[src/rtl/packet_splitter.sv]
// Source-side NoC stage: queues whole packets with a rolling ID and serialises each
// into FLIT_COUNT flits, MSB chunk first, in the packet_collector flit format.
module packet_splitter #(
  parameter int unsigned NODE_COUNT      = 8,
  parameter int unsigned PACKET_ID_WIDTH = 5,
  parameter int unsigned PAYLOAD         = 32,
  parameter int unsigned FLIT_PAYLOAD    = 8,
  parameter int unsigned FIFO_DEPTH      = 4,
  parameter int unsigned NODE_ID         = 0,
  localparam int unsigned NODE_W     = $clog2(NODE_COUNT),
  localparam int unsigned ID_W       = PACKET_ID_WIDTH,
  localparam int unsigned FLIT_COUNT = (PAYLOAD + FLIT_PAYLOAD - 1) / FLIT_PAYLOAD,
  localparam int unsigned IDX_W      = (FLIT_COUNT > 1) ? $clog2(FLIT_COUNT) : 1,
  localparam int unsigned FLIT_W     = 1 + 2 * NODE_W + FLIT_PAYLOAD + ID_W + IDX_W,
  localparam int unsigned CNT_W      = $clog2(FIFO_DEPTH) + 1
) (
  input  logic                clk,
  input  logic                rst_n,
  input  logic                ce,
  input  logic                valid_in,
  output logic                ready_out,
  input  logic [PAYLOAD-1:0]  packet_in,
  input  logic [NODE_W-1:0]   node_dest_in,
  output logic [ID_W-1:0]     packet_id_out,
  output logic                flit_valid,
  input  logic                flit_ready,
  output logic [FLIT_W-1:0]   flit_out,
  output logic                busy,
  output logic [CNT_W-1:0]    fifo_count
);

  localparam int unsigned PTR_W = $clog2(FIFO_DEPTH);
  localparam int unsigned PAD_W = FLIT_COUNT * FLIT_PAYLOAD;

  typedef struct packed {
    logic [PAYLOAD-1:0] data;
    logic [NODE_W-1:0]  dest;
    logic [ID_W-1:0]    id;
  } entry_t;

  typedef enum logic {IDLE, SEND} state_t;

  entry_t             mem_q [FIFO_DEPTH];
  logic [PTR_W-1:0]   wr_ptr_q, rd_ptr_q;
  logic [CNT_W-1:0]   count_q, count_d;
  logic [ID_W-1:0]    id_q;
  state_t             state_q;
  logic [IDX_W-1:0]   idx_q;
  logic [PAD_W-1:0]   sh_q;
  logic [NODE_W-1:0]  dest_q;
  logic [ID_W-1:0]    pid_q;

  logic   full_c, empty_c, push_c, pop_c, xfer_c, last_c;
  entry_t head_c;

  assign full_c  = (count_q == CNT_W'(FIFO_DEPTH));
  assign empty_c = (count_q == '0);
  assign push_c  = ce && valid_in && !full_c;
  assign xfer_c  = ce && (state_q == SEND) && flit_ready;
  assign last_c  = (idx_q == IDX_W'(FLIT_COUNT - 1));
  assign head_c  = mem_q[rd_ptr_q];

  // Pop when idle, or on the last flit's transfer so packets go out without a bubble
  always_comb begin
    pop_c = 1'b0;
    case (state_q)
      IDLE:    pop_c = ce && !empty_c;
      SEND:    pop_c = xfer_c && last_c && !empty_c;
      default: pop_c = 1'b0;
    endcase
  end

  always_comb begin
    count_d = count_q;
    case ({push_c, pop_c})
      2'b10:   count_d = count_q + CNT_W'(1);
      2'b01:   count_d = count_q - CNT_W'(1);
      default: count_d = count_q;
    endcase
  end

  always_ff @(posedge clk) begin
    if (push_c) mem_q[wr_ptr_q] <= '{data: packet_in, dest: node_dest_in, id: id_q};
  end

  always_ff @(posedge clk or negedge rst_n) begin
    if (!rst_n) begin
      wr_ptr_q <= '0;
      rd_ptr_q <= '0;
      count_q  <= '0;
      id_q     <= '0;
    end else begin
      count_q <= count_d;
      if (push_c) begin
        wr_ptr_q <= wr_ptr_q + PTR_W'(1);
        id_q     <= id_q + ID_W'(1);
      end
      if (pop_c) rd_ptr_q <= rd_ptr_q + PTR_W'(1);
    end
  end

  // Serialiser: the head packet is left-aligned so the top chunk is always the current flit
  always_ff @(posedge clk or negedge rst_n) begin
    if (!rst_n) begin
      state_q <= IDLE;
      idx_q   <= '0;
      sh_q    <= '0;
      dest_q  <= '0;
      pid_q   <= '0;
    end else begin
      if (pop_c) begin
        state_q <= SEND;
        idx_q   <= '0;
        sh_q    <= PAD_W'(head_c.data) << (PAD_W - PAYLOAD);
        dest_q  <= head_c.dest;
        pid_q   <= head_c.id;
      end else if (xfer_c) begin
        if (last_c) begin
          state_q <= IDLE;
          idx_q   <= '0;
        end else begin
          idx_q <= idx_q + IDX_W'(1);
          sh_q  <= sh_q << FLIT_PAYLOAD;
        end
      end
    end
  end

  assign ready_out     = !full_c;
  assign packet_id_out = id_q;
  assign fifo_count    = count_q;
  assign flit_valid    = (state_q == SEND);
  assign busy          = (state_q == SEND) || !empty_c;
  assign flit_out      = flit_valid ?
                         {1'b1, dest_q, sh_q[PAD_W-1 -: FLIT_PAYLOAD], pid_q, NODE_W'(NODE_ID), idx_q} :
                         '0;

endmodule

[config.mk]
export PLATFORM = sky130hd
export DESIGN_NAME = packet_splitter
export DESIGN_NICKNAME = d
export VERILOG_FILES = /design/src/rtl/packet_splitter.sv
export SDC_FILE = /design/constraint.sdc
export NUM_CORES = 1
export LEC_CHECK = 0
export CAP_MARGIN = 20
export CORE_ASPECT_RATIO = 1.25
export CORE_UTILIZATION = 25
export DETAILED_ROUTE_END_ITERATION = 10
export GPL_ROUTABILITY_DRIVEN = 0
export PLACE_DENSITY = 0.42
export SLEW_MARGIN = 20
export SYNTH_ARGS = -nofsm -noshare
export SYNTH_HDL_FRONTEND = slang
export SYNTH_SLANG_ARGS = --single-unit
export TNS_END_PERCENT = 100
[constraint.sdc]
create_clock -name clk -period 2.45 [get_ports clk]
set_input_delay 0.3675 -clock clk [delete_from_list [all_inputs] [get_ports clk]]
set_output_delay 0.3675 -clock clk [all_outputs]
set_load 0.01 [all_outputs]
=== After elaboration in Yosys (flattened, before gate mapping) ===
Memory sizes are Yosys's and may differ from the RTL's.
Index checks and enable logic that the tools add are counted.

* Register bits after elaboration: 55
* Latch bits: 0
* RAM bits: 160
* Bits in read-only memories: 0
* Bits of input ports: 40
* Output and inout port bits: 33
* Logic and storage cells: 52
* Memories: 1

{| class="wikitable"
|+ Memory list
! name !! depth !! bits a word !! read ports !! clocked after Yosys merged registers in !! wr ports !! line !! RTL
|-
| mem_q || 4 || 40 || 1 || 0 || 1 || 43 || <nowiki>entry_t mem_q [FIFO_DEPTH];</nowiki>
|}

* Add/sub/neg operators: 6
* Multiply operators: 0
* Divide/modulo/power cells: 0
* Magnitude comparators: 0
* Equality and inequality tests: 5
* Shifts and indexed selects: 0
* Muxes and demuxes: 14
* Bitwise logic cells: 1
* Reductions and logical operators: 16

{| class="wikitable"
|+ Operator list
! cell !! count
|-
| 2-to-1 mux 32 bit || 3
|-
| 2-to-1 mux 22 bit || 1
|-
| logical AND 1 bit || 7
|-
| adder 2 x 1 -> 2 bit (second input constant) || 3
|-
| 2-to-1 mux 2 bit || 3
|-
| one-hot mux 3 bit (2 select lines) || 1
|-
| nonzero test 2 bit || 3
|-
| adder 5 x 1 -> 5 bit (second input constant) || 1
|-
| 2-to-1 mux 1 bit || 5
|-
| equality test 2 bit (second input constant) || 2
|-
| AND reduction 2 bit || 2
|-
| adder 3 x 1 -> 3 bit (second input constant) || 1
|-
| equality test 3 bit (second input constant) || 1
|-
| logical NOT 3 bit || 1
|-
| subtractor 3 x 1 -> 3 bit (second input constant) || 1
|-
| equality test 2 x 1 -> 1 bit (second input constant) || 1
|-
| logical NOT 1 bit || 2
|-
| inequality test 2 bit (second input constant) || 1
|-
| one-hot mux 1 bit (2 select lines) || 1
|-
| logical OR 1 bit || 1
|-
| NOT 1 bit || 1
|}

=== Longest topological paths before layout ===
* Depth in word-level cells: 7
* Depth in mapped cells: 10
* Mapped depth without buffers: 10

=== Least setup slack after synthesis ===
No wires, ideal clock.

* Path type: flip-flop to flip-flop
* Start: register count_q[2], in the netlist fifo_count[2]
* End: memory mem_q[2][0] (netlist bit), enable pin
* Setup time: 0.401 ns
* Arrival time: 1.951 ns
* Data required time: 2.049 ns
* Slack: 0.098 ns
* Stages on the path, launching flop included: 4
* Buffers on the path: 0
* Clock period less this slack: 2.352 ns
* Cells stage by stage: dfrtp_1 nor3b_2 nor2_2 and2_1

* Cells in the longest elaborated chain, start to end: 5

{| class="wikitable"
|+ RTL lines
! what !! line !! RTL
|-
| from (decl) || 45 || <nowiki>logic [CNT_W-1:0] count_q, count_d;</nowiki>
|-
| from (signal assigned) || 93 || <nowiki>count_q <= count_d;</nowiki>
|-
| equality test 3 bit || 56 || <nowiki>assign full_c = (count_q == CNT_W'(FIFO_DEPTH));</nowiki>
|-
| logical NOT 1 bit || 58 || <nowiki>assign push_c = ce && valid_in && !full_c;</nowiki>
|-
| logical AND 1 bit || 58 ||
|-
| 2-to-1 mux 1 bit || 83 || <nowiki>if (push_c) mem_q[wr_ptr_q] <= '{data: packet_in, dest: node_dest_in, id: id_q};</nowiki>
|-
| 2-to-1 mux 1 bit (not written as such) || 83 ||
|-
| to (decl) || 43 ||
|}

No other way between the ends.

=== Worst setup path in the final report ===
* Start: register count_q[1], in the netlist fifo_count[1]
* End: output busy

* Cells in the longest elaborated chain, start to end: 3

{| class="wikitable"
|+ RTL lines
! what !! line !! RTL
|-
| logical NOT 3 bit || 57 || <nowiki>assign empty_c = (count_q == '0);</nowiki>
|-
| logical NOT 1 bit || 133 || <nowiki>assign busy = (state_q == SEND) || !empty_c;</nowiki>
|-
| logical OR 1 bit || 133 ||
|-
| to (decl) || 28 || <nowiki>output logic busy,</nowiki>
|}

No other way between the ends.

==> out/metrics.cfg <==
[status]
outcome = finished, final reports clean

[placed_design]
placed_cell_area_um2 = 10200
detailedPlacementHpwl_mm = 12.4
io_buffers = 69

[grt]
globalRouteOverflowTotal = 0
grt_pass1_wl_mm = 29.1
global_routing_usage_summed_across_all_routing_layers = 0.109
first_global_vias = 4714
antenna_found_initial = 0
grt_start_max_net_pins = 34

[cells_and_area]
nNetsFinal = 585
diodes = 0
seqCellArea_um2 = 6180
ratio_of_cells_with_drive_above_1_in_the_final_layout = 0.248
flow.area_growth_from_synthesis_pct = 24.3
fillers = 3343
multi_input_area_um2 = 2370
finalInstanceArea_um2 = 10900

[sta]
number_of_slew_limit_violations_in_the_final_report = 0
hold_violations_final = 0
finalSetupTns_ns = 0
finalSetupViolCount = 0
finalHoldWorstSlack_ns = 0.377
unrepaired_setup_endpoints_after_global_routing = false
timing.clock.skew_ns = 0.0103
timing_worst_slew_pin_value_ns = 0.566
highest_clock_frequency_the_design_can_meet_mhz = 423
post-route-min-period_ns = 2.36
tcrit_tclk_final = 0.964
max-slew-margin-rel = 0.623

[clock_network]
cts_tree = yes
h-tree-depth = 1
tritoncts.num_buffers = 22
cts.sink_count = 215
cts_root_buffer = sky130_fd_sc_hd__clkbuf_16
cts.path.max_buffers = 3
worst_skew_pair_later_pin_latency_ns = 0.50
clk_pin_slew_worst_paths_ns = 0.06

[detailed_routing]
num_vias = 4217
postRouteAntennaNets = 0
drt_iter0_drc = 132
drtPass1Iterations = 4
finalWirelength_mm = 18.7
route.detailed.drc = 0
detail_route.vias_per_cell = 4.13
avgRoutedWirePerCell_um = 18.4

[flow_run]
max_cap_violations = 0

[floorplanning]
die_w_um = 170
io_pins = 73
coreArea_um2 = 34500
die_h_um = 212
floorplan.initialDensity = 0.255
fp.dieArea_um2 = 35900
rows = 76

[logic_synthesis]
synth_cell_types = 39
ys_seq_area_frac = 0.703
synth_edf_count = 160
ys.flop_type = sky130_fd_sc_hd__edfxtp_1
postSynthRegisterBits = 215
asyncSetResetFlopFracSynth = 0.256
postSynthAreaPerCell_um2 = 20.0
post_synth_instance_area_um2 = 8790
post_synth_inst_count = 440
ys_warn_count = 0

[worst_setup_path]
r2r_slack_ns = 0.30
worst_r2r_startpoint = idx_q[0]
worstPathMaxFanout = 6
reg2regPathDepth = 10
worst-setup-path-type = reg -> out
startpoint_type_of_the_worst_setup_path = flop
critPathCaptureType = output port
worstReg2RegEnd = fifo_count[2]
required_ns = 2.08
worstPathArrival_ns = 2.00

[power]
worst_ir_drop_vdd_mv = 0.389
total_power_mw = 12.0
power_per_cell_area_nw_per_um2 = 1100
p_leak_nw = 4.01

[worst_hold_path]
hp-class = in -> async

[sequential cells by signal, indices dropped and copies added, names as in the netlist]
name and count:
mem_q 160, sh_q 32, packet_id_out 5, pid_q 5, dest_q 3, fifo_count 3, idx_q 2, rd_ptr_q 2
wr_ptr_q 2, flit_valid 1
[synth_stat cells, types with 4 or more instances]
cell	number	area share
sky130_fd_sc_hd__buf_6	10	0.013
sky130_fd_sc_hd__mux4_2	26	0.067
sky130_fd_sc_hd__xor2_1	7	0.0070
sky130_fd_sc_hd__nand2_1	11	0.0047
sky130_fd_sc_hd__mux2i_1	10	0.011
sky130_fd_sc_hd__clkbuf_1	4	0.0017
sky130_fd_sc_hd__inv_1	16	0.0068
sky130_fd_sc_hd__mux4_1	14	0.042
sky130_fd_sc_hd__mux2_4	20	0.034
sky130_fd_sc_hd__buf_4	6	0.0051
sky130_fd_sc_hd__mux2_2	17	0.022
sky130_fd_sc_hd__nor3_1	4	0.0023
sky130_fd_sc_hd__edfxtp_1	160	0.55
sky130_fd_sc_hd__and2_1	22	0.016
sky130_fd_sc_hd__dfrtp_1	55	0.16
sky130_fd_sc_hd__ha_1	7	0.010
sky130_fd_sc_hd__mux2_1	21	0.027
[worst max-delay path by stage]
stage / from / to / cells past startpoint
after global routing: fifo_count[1] / busy / 2
after global placement: flit_ready / fifo_count[2] / 10
after floorplan: fifo_count[2] / mem_q[2][0] / 3
final: fifo_count[1] / busy / 2
after CTS: flit_valid / flit_out[6] / 3
after detailed placement: flit_ready / fifo_count[2] / 10
[cell usage in the layout (no fill, tap or decap), drive strengths merged, types with 3 or more instances in the layout]
cell / n
clkbuf: 33
mux4: 40
buf: 26
nand3: 4
xor2: 7
clkinv: 7
clkdlybuf4s50: 67
dfrtp: 55
inv: 17
nor3: 4
mux2i: 10
conb: 3
mux2: 58
nand2: 11
ha: 7
xnor2: 3
and2: 22
edfxtp: 160
[stage by stage]
stage,util,worst slack (ns),instances
2_1_floorplan,-,0.0982,442
5_1_grt,0.317,0.0218,1021
4_1_cts,0.316,0.0181,1021
3_3_place_gp,0.296,0.203,980
3_5_place_dp,0.296,0.187,980
6_report,0.317,0.0874,1021
[report_power, final]
part / total, mW / switching, mW / internal [mW]
logic: 3.58 / 1.47 / 2.10
clock network: 3.17 / 1.34 / 1.84
registers: 5.24 / 0.524 / 4.72
[critical path, cell delays in order (launching register included)]
cell,delay [ns]
sky130_fd_sc_hd__dfrtp_1,0.45
sky130_fd_sc_hd__or4_2,0.72
sky130_fd_sc_hd__dlygate4sd2_1,0.32
[metal layers]
| metal | wire length (um) | up-vias | global-route usage |
|---|---|---|---|
| met1 | 7670 | 2228 | 0.131 |
| li1 | - | 1897 | - |
| met2 | 10100 | 67 | 0.200 |
| met3 | 572 | 25 | 0.0144 |
| met5 | 0 | - | 0 |
| met4 | 388 | 0 | 0.0342 |
[cell type report]
class,instances,area share
sequential,215,0.566
multi-input combinational,186,0.217
timing repair buffer,95,0.0948
clock buffer,33,0.0598
tap,468,0.0536
clock inverter,7,0.00298
inverter,17,0.00584
[timing repair]
item                                    in CTS  in global routing
endpoints found under the setup margin       1                  6
hold buffers                                 1                  0
setup buffers                                0                  0
hold endpoints to repair                    17                  0
gates resized for setup                      2                  1
[cells by family (layout without fill, tap and decap cells)]
group	after synthesis	after routing	share of synthesized area
AO/OA/AOI/OAI	7	7	0.00612
XOR/XNOR	10	10	0.00996
adder cells (fa/ha/maj)	8	8	0.0122
buffers and inverters	41	152	0.0289
flip-flops	215	215	0.703
multiplexers	108	108	0.203
other	1	3	0.000427
AND/OR/NAND/NOR	50	50	0.0367
No activity file was read; power rests on OpenSTA's default activity.
